### src/rtl/fetch_pkg.sv
// Shared types for the instruction-fetch sequencer: FSM states, buffer entry
// layout and buffer depth.
package fetch_pkg;

  localparam int FETCH_ADDR_W = 32;
  localparam int FETCH_DEPTH  = 2;
  localparam int FETCH_CNT_W  = $clog2(FETCH_DEPTH + 1);

  typedef enum logic [1:0] {
    FETCH = 2'd0,
    FULL  = 2'd1,
    FAULT = 2'd2
  } fetch_state_t;

  typedef struct packed {
    logic [FETCH_ADDR_W-1:0] pc;
    logic [31:0]             word;
  } fetch_entry_t;

endpackage

### src/rtl/fetch_buffer.sv
// Shift-style FIFO of fetch entries; slot 0 is always the head, so head
// outputs come straight from a register. Flush beats push and pop.
module fetch_buffer
  import fetch_pkg::*;
(
  input  logic                   clk,
  input  logic                   rst_n,
  input  logic                   push,
  input  logic                   pop,
  input  logic                   flush,
  input  fetch_entry_t           push_entry,
  output fetch_entry_t           head,
  output logic                   head_valid,
  output logic [FETCH_CNT_W-1:0] count
);

  fetch_entry_t           slot_reg  [FETCH_DEPTH];
  fetch_entry_t           slot_next [FETCH_DEPTH];
  logic [FETCH_CNT_W-1:0] count_reg, count_next, cnt_after;
  logic                   valid_reg;
  logic                   pop_eff, push_ok;

  assign pop_eff   = pop & (count_reg != '0);
  assign cnt_after = count_reg - FETCH_CNT_W'(pop_eff);
  assign push_ok   = push & (cnt_after < FETCH_CNT_W'(FETCH_DEPTH));

  always_comb begin
    count_next = cnt_after + FETCH_CNT_W'(push_ok);
    if (flush) count_next = '0;
  end

  genvar gi;
  generate
    for (gi = 0; gi < FETCH_DEPTH; gi++) begin : g_slot
      // A popped-to-empty head keeps its old contents so instr/instr_pc hold.
      always_comb begin
        slot_next[gi] = slot_reg[gi];
        if (!flush) begin
          if (gi + 1 < FETCH_DEPTH) begin
            if (pop_eff && (FETCH_CNT_W'(gi + 1) < count_reg))
              slot_next[gi] = slot_reg[(gi + 1) % FETCH_DEPTH];
          end
          if (push_ok && (cnt_after == FETCH_CNT_W'(gi)))
            slot_next[gi] = push_entry;
        end
      end

      always_ff @(posedge clk or negedge rst_n) begin
        if (!rst_n) slot_reg[gi] <= '0;
        else        slot_reg[gi] <= slot_next[gi];
      end
    end
  endgenerate

  always_ff @(posedge clk or negedge rst_n) begin
    if (!rst_n) begin
      count_reg <= '0;
      valid_reg <= 1'b0;
    end else begin
      count_reg <= count_next;
      valid_reg <= (count_next != '0);
    end
  end

  assign head       = slot_reg[0];
  assign head_valid = valid_reg;
  assign count      = count_reg;

endmodule

### src/rtl/fetch_sequencer.sv
// Fetch-stage controller: PC register, FETCH/FULL/FAULT state machine, range
// check and branch redirect in front of a 2-entry instruction buffer.
module fetch_sequencer
  import fetch_pkg::*;
#(
  parameter int                ADDR_W    = 32,
  parameter int                MEM_DEPTH = 128,
  parameter logic [ADDR_W-1:0] RESET_PC  = '0
) (
  input  logic              clk,
  input  logic              rst_n,
  output logic [ADDR_W-1:0] mem_addr,
  input  logic [31:0]       mem_data,
  input  logic              branch_valid,
  input  logic [ADDR_W-1:0] branch_target,
  output logic              instr_valid,
  input  logic              instr_ready,
  output logic [31:0]       instr,
  output logic [ADDR_W-1:0] instr_pc,
  output logic              fault
);

  // One extra bit so MEM_DEPTH itself is representable for any ADDR_W.
  localparam logic [ADDR_W:0] DEPTH_LIM = (ADDR_W + 1)'(MEM_DEPTH);

  fetch_state_t           state_reg, state_next;
  logic [ADDR_W-1:0]      pc_reg, pc_next;
  logic                   fault_reg, fault_next;
  logic                   push, pop, flush, in_range, has_space;
  logic [FETCH_CNT_W-1:0] count;
  fetch_entry_t           push_entry, head;

  assign pop       = instr_valid & instr_ready;
  assign in_range  = {1'b0, pc_reg} < DEPTH_LIM;
  assign has_space = (count < FETCH_CNT_W'(FETCH_DEPTH)) | pop;

  assign push_entry.pc   = FETCH_ADDR_W'(pc_reg);
  assign push_entry.word = mem_data;

  always_comb begin
    state_next = state_reg;
    pc_next    = pc_reg;
    fault_next = fault_reg;
    push       = 1'b0;
    flush      = 1'b0;
    if (branch_valid) begin
      flush      = 1'b1;
      pc_next    = branch_target;
      fault_next = 1'b0;
      state_next = FETCH;
    end else begin
      case (state_reg)
        FETCH: begin
          if (!in_range) begin
            fault_next = 1'b1;
            state_next = FAULT;
          end else if (has_space) begin
            push    = 1'b1;
            pc_next = pc_reg + 1'b1;
            if (count == FETCH_CNT_W'(FETCH_DEPTH - 1) && !pop) state_next = FULL;
          end else begin
            state_next = FULL;
          end
        end
        FULL: begin
          // The held PC was incremented after the last push, so it still
          // needs its own range check before being fetched.
          if (pop) begin
            if (in_range) begin
              push       = 1'b1;
              pc_next    = pc_reg + 1'b1;
              state_next = FETCH;
            end else begin
              fault_next = 1'b1;
              state_next = FAULT;
            end
          end
        end
        FAULT:   ;
        default: state_next = FETCH;
      endcase
    end
  end

  always_ff @(posedge clk or negedge rst_n) begin
    if (!rst_n) begin
      state_reg <= FETCH;
      pc_reg    <= RESET_PC;
      fault_reg <= 1'b0;
    end else begin
      state_reg <= state_next;
      pc_reg    <= pc_next;
      fault_reg <= fault_next;
    end
  end

  fetch_buffer u_buffer (
    .clk        (clk),
    .rst_n      (rst_n),
    .push       (push),
    .pop        (pop),
    .flush      (flush),
    .push_entry (push_entry),
    .head       (head),
    .head_valid (instr_valid),
    .count      (count)
  );

  assign mem_addr = pc_reg;
  assign instr    = head.word;
  assign instr_pc = ADDR_W'(head.pc);
  assign fault    = fault_reg;

endmodule

### config.mk
export PLATFORM = sky130hd
export DESIGN_NAME = fetch_sequencer
export DESIGN_NICKNAME = d
export VERILOG_FILES = /design/src/rtl/fetch_pkg.sv /design/src/rtl/fetch_buffer.sv /design/src/rtl/fetch_sequencer.sv
export SDC_FILE = /design/constraint.sdc
export NUM_CORES = 1
export LEC_CHECK = 0
export ABC_CLOCK_PERIOD_IN_PS = 2700
export CAP_MARGIN = 25
export CELL_PAD_IN_SITES_DETAIL_PLACEMENT = 2
export CELL_PAD_IN_SITES_GLOBAL_PLACEMENT = 2
export CORE_AREA = 2 2 162 164
export CTS_CLUSTER_SIZE = 24
export DETAILED_ROUTE_END_ITERATION = 12
export DIE_AREA = 0 0 164 166
export PLACE_DENSITY_LB_ADDON = 0.1
export SETUP_SLACK_MARGIN = 0.2
export SYNTH_ARGS = -nofsm -noshare
export SYNTH_HDL_FRONTEND = slang
export SYNTH_SLANG_ARGS = --single-unit
export TNS_END_PERCENT = 5
### constraint.sdc
create_clock -name clk -period 2.7 [get_ports clk]
set_clock_uncertainty 0.2 [all_clocks]
set_input_delay 0.27 -clock clk [delete_from_list [all_inputs] [get_ports clk]]
set_output_delay 0.27 -clock clk [all_outputs]
set_load 0.1 [all_outputs]
==> impl_results.md, run 1 <==
* Slew @ Worst Pin at 0.6175 ns
* Post-route minimum period at 2.686 ns
* # port buffers at between 150 and 200
* CTS H-tree lvls at 4
* Power per Cell Area at 582.3 mW/mm2
* # setup viols final at 0
* Clock power share at 0.390
* Register area share after synthesis at 0.5320
* First drt pass iteration count at 4
* Peak supply drop at 0.0003644 V
* Via count at slightly below 5000
* Worst Hold Class: in2reg
* Die Height at between 150 and 200 um
* RSZ-0062 raised after global routing: yes
* Initial DRC Count at 160
* Outcome: finished clean
* Via count of the first global-routing pass at 5577
* Rel. slew slack at 0.5883
* Final hold slack at 0.01310 ns
* Layout Cells excl Fill at 1066
* Final critical-path setup slack at 0.01423 ns
* Distinct cell type count after synthesis at 36
* Root Buffer: clkbuf_16
* Later-pin clock latency in the skew report at 0.43 ns
* Final hold violations at 0
* CTS tree: built
* Die width at 164 um
* Net Switching at 1.875 mW
* Clk buf depth at 2
* Leakage power at 4.843 nW
* Worst endpoint required time at 2.81 ns
* GR Overflow Total at 0
* P&R area growth vs syn at 32.24%
* Final Cycle Share at 0.9947
* Core Area at 0.02562 mm2
* Net Sw Frac at 0.3118
* Total Power at 6.013 mW
* Mapped Area at about 0.008 mm2
* Die area at about 0.027 mm2
* Nets@finish at between 700 and 800
* Register bit count reported by yosys at approximately 170
* Num CTS Buffers at 17
* TNS Setup at 0 ns
* Crit Path Category: reg2reg
* Cell row count at 59
* Gpl congestion at 0.7129
* WL final at 19600 um
* First-pass GRT wire length at 31650 um
* Logic pwr share at 0.165
* I/O pin cnt at 166
* CTS sink cnt at 166
* Drt via density at 4.510
* Endpoint class of the critical path: flop
* CP Launch Type: flop
* Reg clk slew, reported paths at 0.07 ns
* Overall Global Routing Usage at 0.1495
* Number of remaining DRC errors at 0
* Critical path peak fanout at 24
* Max Fclk at approximately 0.37 GHz
* Final max-slew violation count at 0
* Initial antenna violation count at 1
* Synth Instances at between 500 and 600
* DP HPWL at 13280 um
* Share of post-route cells with drive strength above 1 at 0.4877
* Largest net degree at the start of global routing at 64
* Arr. time, crit path at 2.79 ns
* Internal power at a little over 4 mW
* Avg Cell Area, Syn at 13.39 um2
* MaxCap Viol Count at 0
* Placed instance count at 1026
* Final ANT Viol Nets at 0
* Flop pwr share at 0.445
* Fill count at 2569
* Synth Net Count at 654
* Initial Util at 0.3048
* Post-Place Setup Slack at -0.3207 ns
* Routed len/inst at 18.39 um
* YS warnings at 0
==> kinds of logic after synthesis <==
family                   after synthesis  synth area share
AO/OA/AOI/OAI                         15           0.01218
multiplexers                         168            0.2697
XOR/XNOR                               8          0.008973
buffers and inverters                122            0.1038
AND/OR/NAND/NOR                      101           0.06858
adder cells (fa/ha/maj)                3          0.004807
flip-flops                           166            0.5320
==> placed cells by master, fill, tap and decap left out, types with 3 or more instances in the layout <==
| cell type | netlist | layout |
|---|---|---|
| buf_12 | 3 | 8 |
| dfrtp_4 | 0 | 5 |
| mux2i_1 | 27 | 27 |
| mux2_4 | 66 | 107 |
| nor3_1 | 4 | 4 |
| inv_1 | 30 | 30 |
| nand3_1 | 4 | 3 |
| nor4_4 | 0 | 4 |
| inv_6 | 0 | 5 |
| nand4_1 | 4 | 4 |
| clkinv_4 | 0 | 4 |
| nand2_1 | 35 | 34 |
| nor4_1 | 7 | 4 |
| nor2b_1 | 26 | 24 |
| dfrtp_1 | 166 | 143 |
| o21ai_0 | 7 | 7 |
| clkbuf_16 | 0 | 17 |
| buf_6 | 5 | 4 |
| xnor2_1 | 7 | 6 |
| mux2_2 | 75 | 34 |
| dfrtp_2 | 0 | 18 |
| buf_16 | 0 | 3 |
| nor2_1 | 12 | 11 |
| clkdlybuf4s50_1 | 0 | 65 |
| buf_4 | 69 | 124 |
==> synth_stat cells, drive strengths merged <==
cell	number	area, um2
a21oi	1	5.000
o2bb2ai	1	8.760
a21boi	1	7.510
o31a	1	8.760
nand3	4	20.02
mux2i	27	270.3
nor2	12	45.04
nand4b	1	8.760
o21a	1	7.510
ha	3	37.54
or2	2	12.51
nor2b	26	162.7
o211a	1	10.01
o21ai	7	35.03
xor2	1	8.760
dfrtp	166	4154
nand2	35	131.4
nand4	5	37.53
or4	1	7.510
clkbuf	8	30.03
o22ai	1	6.260
a31oi	1	6.260
nor4	10	81.33
mux2	141	1836
inv	30	112.6
xnor2	7	61.31
nor3	4	20.02
buf	84	668.1
nor4b	1	8.760
==> through the flow <==
| stage | instance area, um2 | util |
|---|---|---|
| after floorplan | 7883 | - |
| after detailed placement | 9379 | 0.3661 |
| after global placement | 9379 | 0.3661 |
| after CTS | 10280 | 0.4013 |
| after global routing | 10320 | 0.4030 |
| final | 10330 | 0.4031 |
==> layer usage <==
metal / track usage / up-vias / wire length [um]
met5: 0 / - / 0
met4: 0.04348 / 0 / 217
met3: 0.04520 / 13 / 1282
met2: 0.2439 / 130 / 9533
met1: 0.1911 / 2486 / 8569
li1: - / 2179 / -
==> final cells by class <==
class / instances / area (um2) / share of cell area
flip-flops and latches: 166 / 4195 / 0.4063
diodes: 1 / 2.502 / 0.0002423
clock inverters: 13 / 113.9 / 0.01103
well taps: 335 / 419.2 / 0.04059
repair buffers: 207 / 1899 / 0.1839
multi-input cells: 295 / 3141 / 0.3041
clock buffers: 19 / 442.9 / 0.04289
inverters: 30 / 112.6 / 0.01091
==> power groups by stage <==
stage	clock network [mW]	registers, mW	logic (mW)
after floorplan	0	3.05	0.308
after global placement	0	2.71	0.964
after detailed placement	0	2.72	0.980
after CTS	2.45	2.67	1.00
after global routing	2.54	2.69	1.04
final	2.35	2.68	0.991
==> worst max-delay path: stages (launching register included) <==
cell and delay (ns):
dfrtp_4 0.50, nor4_4 0.34, nand4_4 0.17, or4_4 0.56
buf_12 0.21, mux2_4 0.31, mux2_4 0.25
==> final timing paths <==
path,slack [ns],cells after the start,to,startpoint
setup / recovery,0.01,6,u_buffer.head[26]$_DFFE_PN0P_,mem_addr[26]$_DFFE_PN0P_
hold / removal,0.01,3,state_reg[0]$_DFFE_PN0P_,branch_valid
setup reg to reg,0.01,6,u_buffer.head[26]$_DFFE_PN0P_,mem_addr[26]$_DFFE_PN0P_
hold reg to reg,0.30,1,u_buffer.slot_reg[63]$_DFFE_PN0P_,u_buffer.slot_reg[63]$_DFFE_PN0P_
max in group asynchronous,1.31,3,u_buffer.slot_reg[5]$_DFFE_PN0P_,rst_n
min in group asynchronous,0.18,2,u_buffer.head[49]$_DFFE_PN0P_,rst_n
==> repair_timing <==
| action | 4_1_cts | 5_1_grt |
|---|---|---|
| resized for setup | 60 | 9 |
| endpoints found under the hold margin | 57 | 0 |
| pin swaps | 7 | 1 |
| endpoints found under the setup margin | 131 | 129 |
| hold buffers | 1 | 0 |
| buffers inserted | 3 | 0 |
| gates cloned | 3 | 0 |
(Power assumes the default switching activity.)
==> run 2: changes to the inputs <==
--- a/config.mk
+++ b/config.mk
@@ -13,8 +13,10 @@
 export CTS_CLUSTER_SIZE = 24
 export DETAILED_ROUTE_END_ITERATION = 12
 export DIE_AREA = 0 0 164 166
-export PLACE_DENSITY_LB_ADDON = 0.1
+export PLACE_DENSITY = 0.75
 export SETUP_SLACK_MARGIN = 0.2
+export SKIP_LAST_GASP = 1
+export SLEW_MARGIN = 20
 export SYNTH_ARGS = -nofsm -noshare
 export SYNTH_HDL_FRONTEND = slang
 export SYNTH_SLANG_ARGS = --single-unit
==> run 2 against run 1 <==
Net effect:
- critical path type unchanged
- the flow now finishes with violations (setup timing)
- non-clock buffer count is 1 lower
- sequential share of layout area up 0.49 points
- sequential power about the same
- setup slack worse by 0.029 ns
==> impl_results.md, run 2 (synthesized netlist as in run 1, its figures left out) <==
* Number of remaining DRC errors at 0 (unchanged)
* # port buffers at 165 (unchanged)
* Worst path max stage delay at 0.49 ns (was 0.56 ns)
* Via count of the first global-routing pass at 5557 (was 5577)
* Crit path top cell by count: mux2_4 (unchanged)
* Power per Cell Area at 617.0 mW/mm2 (was 582.3 mW/mm2)
* RR Endpoint: u_buffer.head[26]$_DFFE_PN0P_ (unchanged)
* RSZ-0062 raised after global routing: yes (unchanged)
* Final ANT Viol Nets at 0 (unchanged)
* MaxCap Viol Count at 0 (unchanged)
* CTS tree: built (unchanged)
* FF-to-FF path depth at 8 (was 6)
* Post-route minimum period at 2.715 ns (was 2.686 ns)
* Critical-path cell list: nand2_2, nor2_1, ha_2, o31a_1, or4_4, buf_16, mux2_4, mux2_4 (was nor4_4, nand4_4, or4_4, buf_12, mux2_4, mux2_4)
* P&R area growth vs syn at 30.67% (was 32.24%)
* GR Overflow Total at 0 (unchanged)
* Worst Path Buf+Inv at 1 (unchanged)
* Commonest cells after routing, fill and taps aside: dfrtp_1, buf_4, mux2_2, mux2_4, clkdlybuf4s50_1 (was dfrtp_1, buf_4, mux2_4, clkdlybuf4s50_1)
* CP Launch Type: flop (unchanged)
* Die Height at 166 um (unchanged)
* Reg2reg start: u_buffer.head_valid$_DFF_PN0_ (was mem_addr[26]$_DFFE_PN0P_)
* Nets@finish at 787 (was 788)
* Gpl congestion at 0.7418 (was 0.7129)
* Final Cycle Share at 1.005 (was 0.9947)
* Endpoint class of the critical path: flop (unchanged)
* Failing checks: setup timing
* Placed instance count at 1022 (was 1026)
* Layout Cells excl Fill at 1064 (was 1066)
* Worst path slowest cell: dfrtp_4 (was or4_4)
* Arr. time, crit path at 2.80 ns (was 2.79 ns)
* Ant. Diodes at 0 (was 1)
* Clk buf depth at 2 (unchanged)
* Outcome: finished, violations left (was finished clean)
* Commonest non-fill, non-tap cell in the layout: dfrtp_1 (unchanged)
* Initial antenna violation count at 1 (unchanged)
* I/O pin cnt at 166 (unchanged)
* R2r setup slk at -0.01 ns (was 0.01 ns)
* Reg clk slew, reported paths at 0.07 ns (about the same)
* Initial DRC Count at 127 (was 160)
* Slew @ Worst Pin at 0.5700 ns (was 0.6175 ns)
* Worst endpoint required time at 2.79 ns (was 2.81 ns)
* Critical path's top delay family: simple AND/OR/NAND/NOR gates (unchanged)
* First drt pass iteration count at 4 (unchanged)
* Largest net degree at the start of global routing at 92 (was 64)
* Routed len/inst at 18.38 um (was 18.39 um)
* Via count at 4797 (was 4808)
* Cell row count at 59 (unchanged)
* Total Power at 6.295 mW (was 6.013 mW)
* Final Util at 0.3983 (was 0.4031)
* Leakage power at 4.825 nW (was 4.843 nW)
* Num CTS Buffers at 17 (unchanged)
* Final critical-path setup slack at -0.01459 ns (was 0.01423 ns)
* Worst Hold Class: in2async (was in2reg)
* Later-pin clock latency in the skew report at 0.42 ns (was 0.43 ns)
* Root Buffer: clkbuf_16 (unchanged)
* Max Fclk at 0.3684 GHz (was 0.3723 GHz)
* Initial Util at 0.3048 (unchanged)
* Core Area at 0.02562 mm2 (unchanged)
* CTS sink cnt at 166 (unchanged)
* WL final at 19560 um (was 19600 um)
* Post-Place Setup Slack at -0.3953 ns (was -0.3207 ns)
* DP HPWL at 13110 um (was 13280 um)
* Final hold violations at 0 (unchanged)
* Crit Path Category: reg2reg (unchanged)
* CTS H-tree lvls at 4 (unchanged)
* Share of post-route cells with drive strength above 1 at 0.4787 (was 0.4877)
* Die width at 164 um (unchanged)
* Final max-slew violation count at 0 (unchanged)
* Drt via density at 4.508 (was 4.510)
* Critical path peak fanout at 22 (was 24)
* # setup viols final at 11 (was 0)
* Overall Global Routing Usage at 0.1492 (was 0.1495)
* Rel. slew slack at 0.6200 (was 0.5883)
* Final hold slack at 0.1004 ns (was 0.01310 ns)
* First-pass GRT wire length at 31550 um (was 31650 um)
* Peak supply drop at 0.0003606 V (was 0.0003644 V)
* Die area at 0.02722 mm2 (unchanged)
* Fill count at 2591 (was 2569)
## run 2: changes by cell type in the layout (fill, tap and decap cells not counted), moves of 2 or more
cell,change
bufbuf_16,+4
nor2b_1,+2
mux2_4,-41
buf_4,+2
buf_12,-3
mux2_2,+41
buf_16,-2
bufinv_16,+4
inv_6,-3
nor2b_4,-2
## run 2: area by class of cell
cell class | count | area (um2) | share of cell area
flip-flops and latches | 166 | 4195 | 0.4112
multi-input cells | 295 | 2932 | 0.2873
repair buffers | 206 | 1908 | 0.1870
clock buffers | 19 | 442.9 | 0.04341
well taps | 335 | 419.2 | 0.04108
clock inverters | 13 | 193.9 | 0.01901
inverters | 30 | 112.6 | 0.01104
## run 2: power by group
part | total [mW] | internal, mW | switching, mW | leakage (nW)
Combinational | 0.966 | 0.300 | 0.666 | 2.45
Clock | 2.65 | 1.59 | 1.06 | 0.314
Sequential | 2.68 | 2.59 | 0.0946 | 2.06
Total | 6.30 | 4.48 | 1.82 | 4.83
## run 2: timing repair
action,4_1_cts,5_1_grt
resized for setup,6,2
endpoints found under the hold margin,63,0
setup endpoints to repair,131,115
gates cloned,5,0
pin swaps,3,0
buffers inserted,4,0
hold buffers,1,0
## run 2: worst max path at each step
stage | cells after the start | to | slack [ns] | startpoint
after detailed placement | 10 | u_buffer.head[17]$_DFFE_PN0P_ | -0.40 | instr_ready
after floorplan | 7 | u_buffer.head[36]$_DFFE_PN0P_ | -0.15 | mem_addr[31]$_DFFE_PN0P_
after global placement | 10 | u_buffer.head[12]$_DFFE_PN0P_ | -0.26 | instr_ready
after global routing | 8 | u_buffer.head[29]$_DFFE_PN0P_ | -0.09 | u_buffer.count[1]$_DFF_PN0_
after CTS | 6 | u_buffer.head[26]$_DFFE_PN0P_ | -0.02 | mem_addr[31]$_DFFE_PN0P_
final | 8 | u_buffer.head[26]$_DFFE_PN0P_ | -0.01 | u_buffer.head_valid$_DFF_PN0_
## run 2: layer usage
layer / global-route usage / part of all wire
met1: 0.1894 / 0.43
met4: 0.03699 / 0.0073
met5: 0 / 0.00066
met3: 0.03946 / 0.058
met2: 0.2521 / 0.51
## run 2: through the flow
stage	TNS, ns	area [um2]
finish	-0.06542	10200
global route	-4.670	10200
CTS	-0.3530	10190
detailed placement	-25.93	9341
global placement	-14.48	9341
floorplan	-9.650	7883
## run 2: worst reg2reg max path, stage by stage (launching register included)
cell and delay [ns]:
dfrtp_4 0.49, nand2_2 0.08, nor2_1 0.05, ha_2 0.20, o31a_1 0.31, or4_4 0.48
buf_16 0.21, mux2_4 0.33, mux2_4 0.26
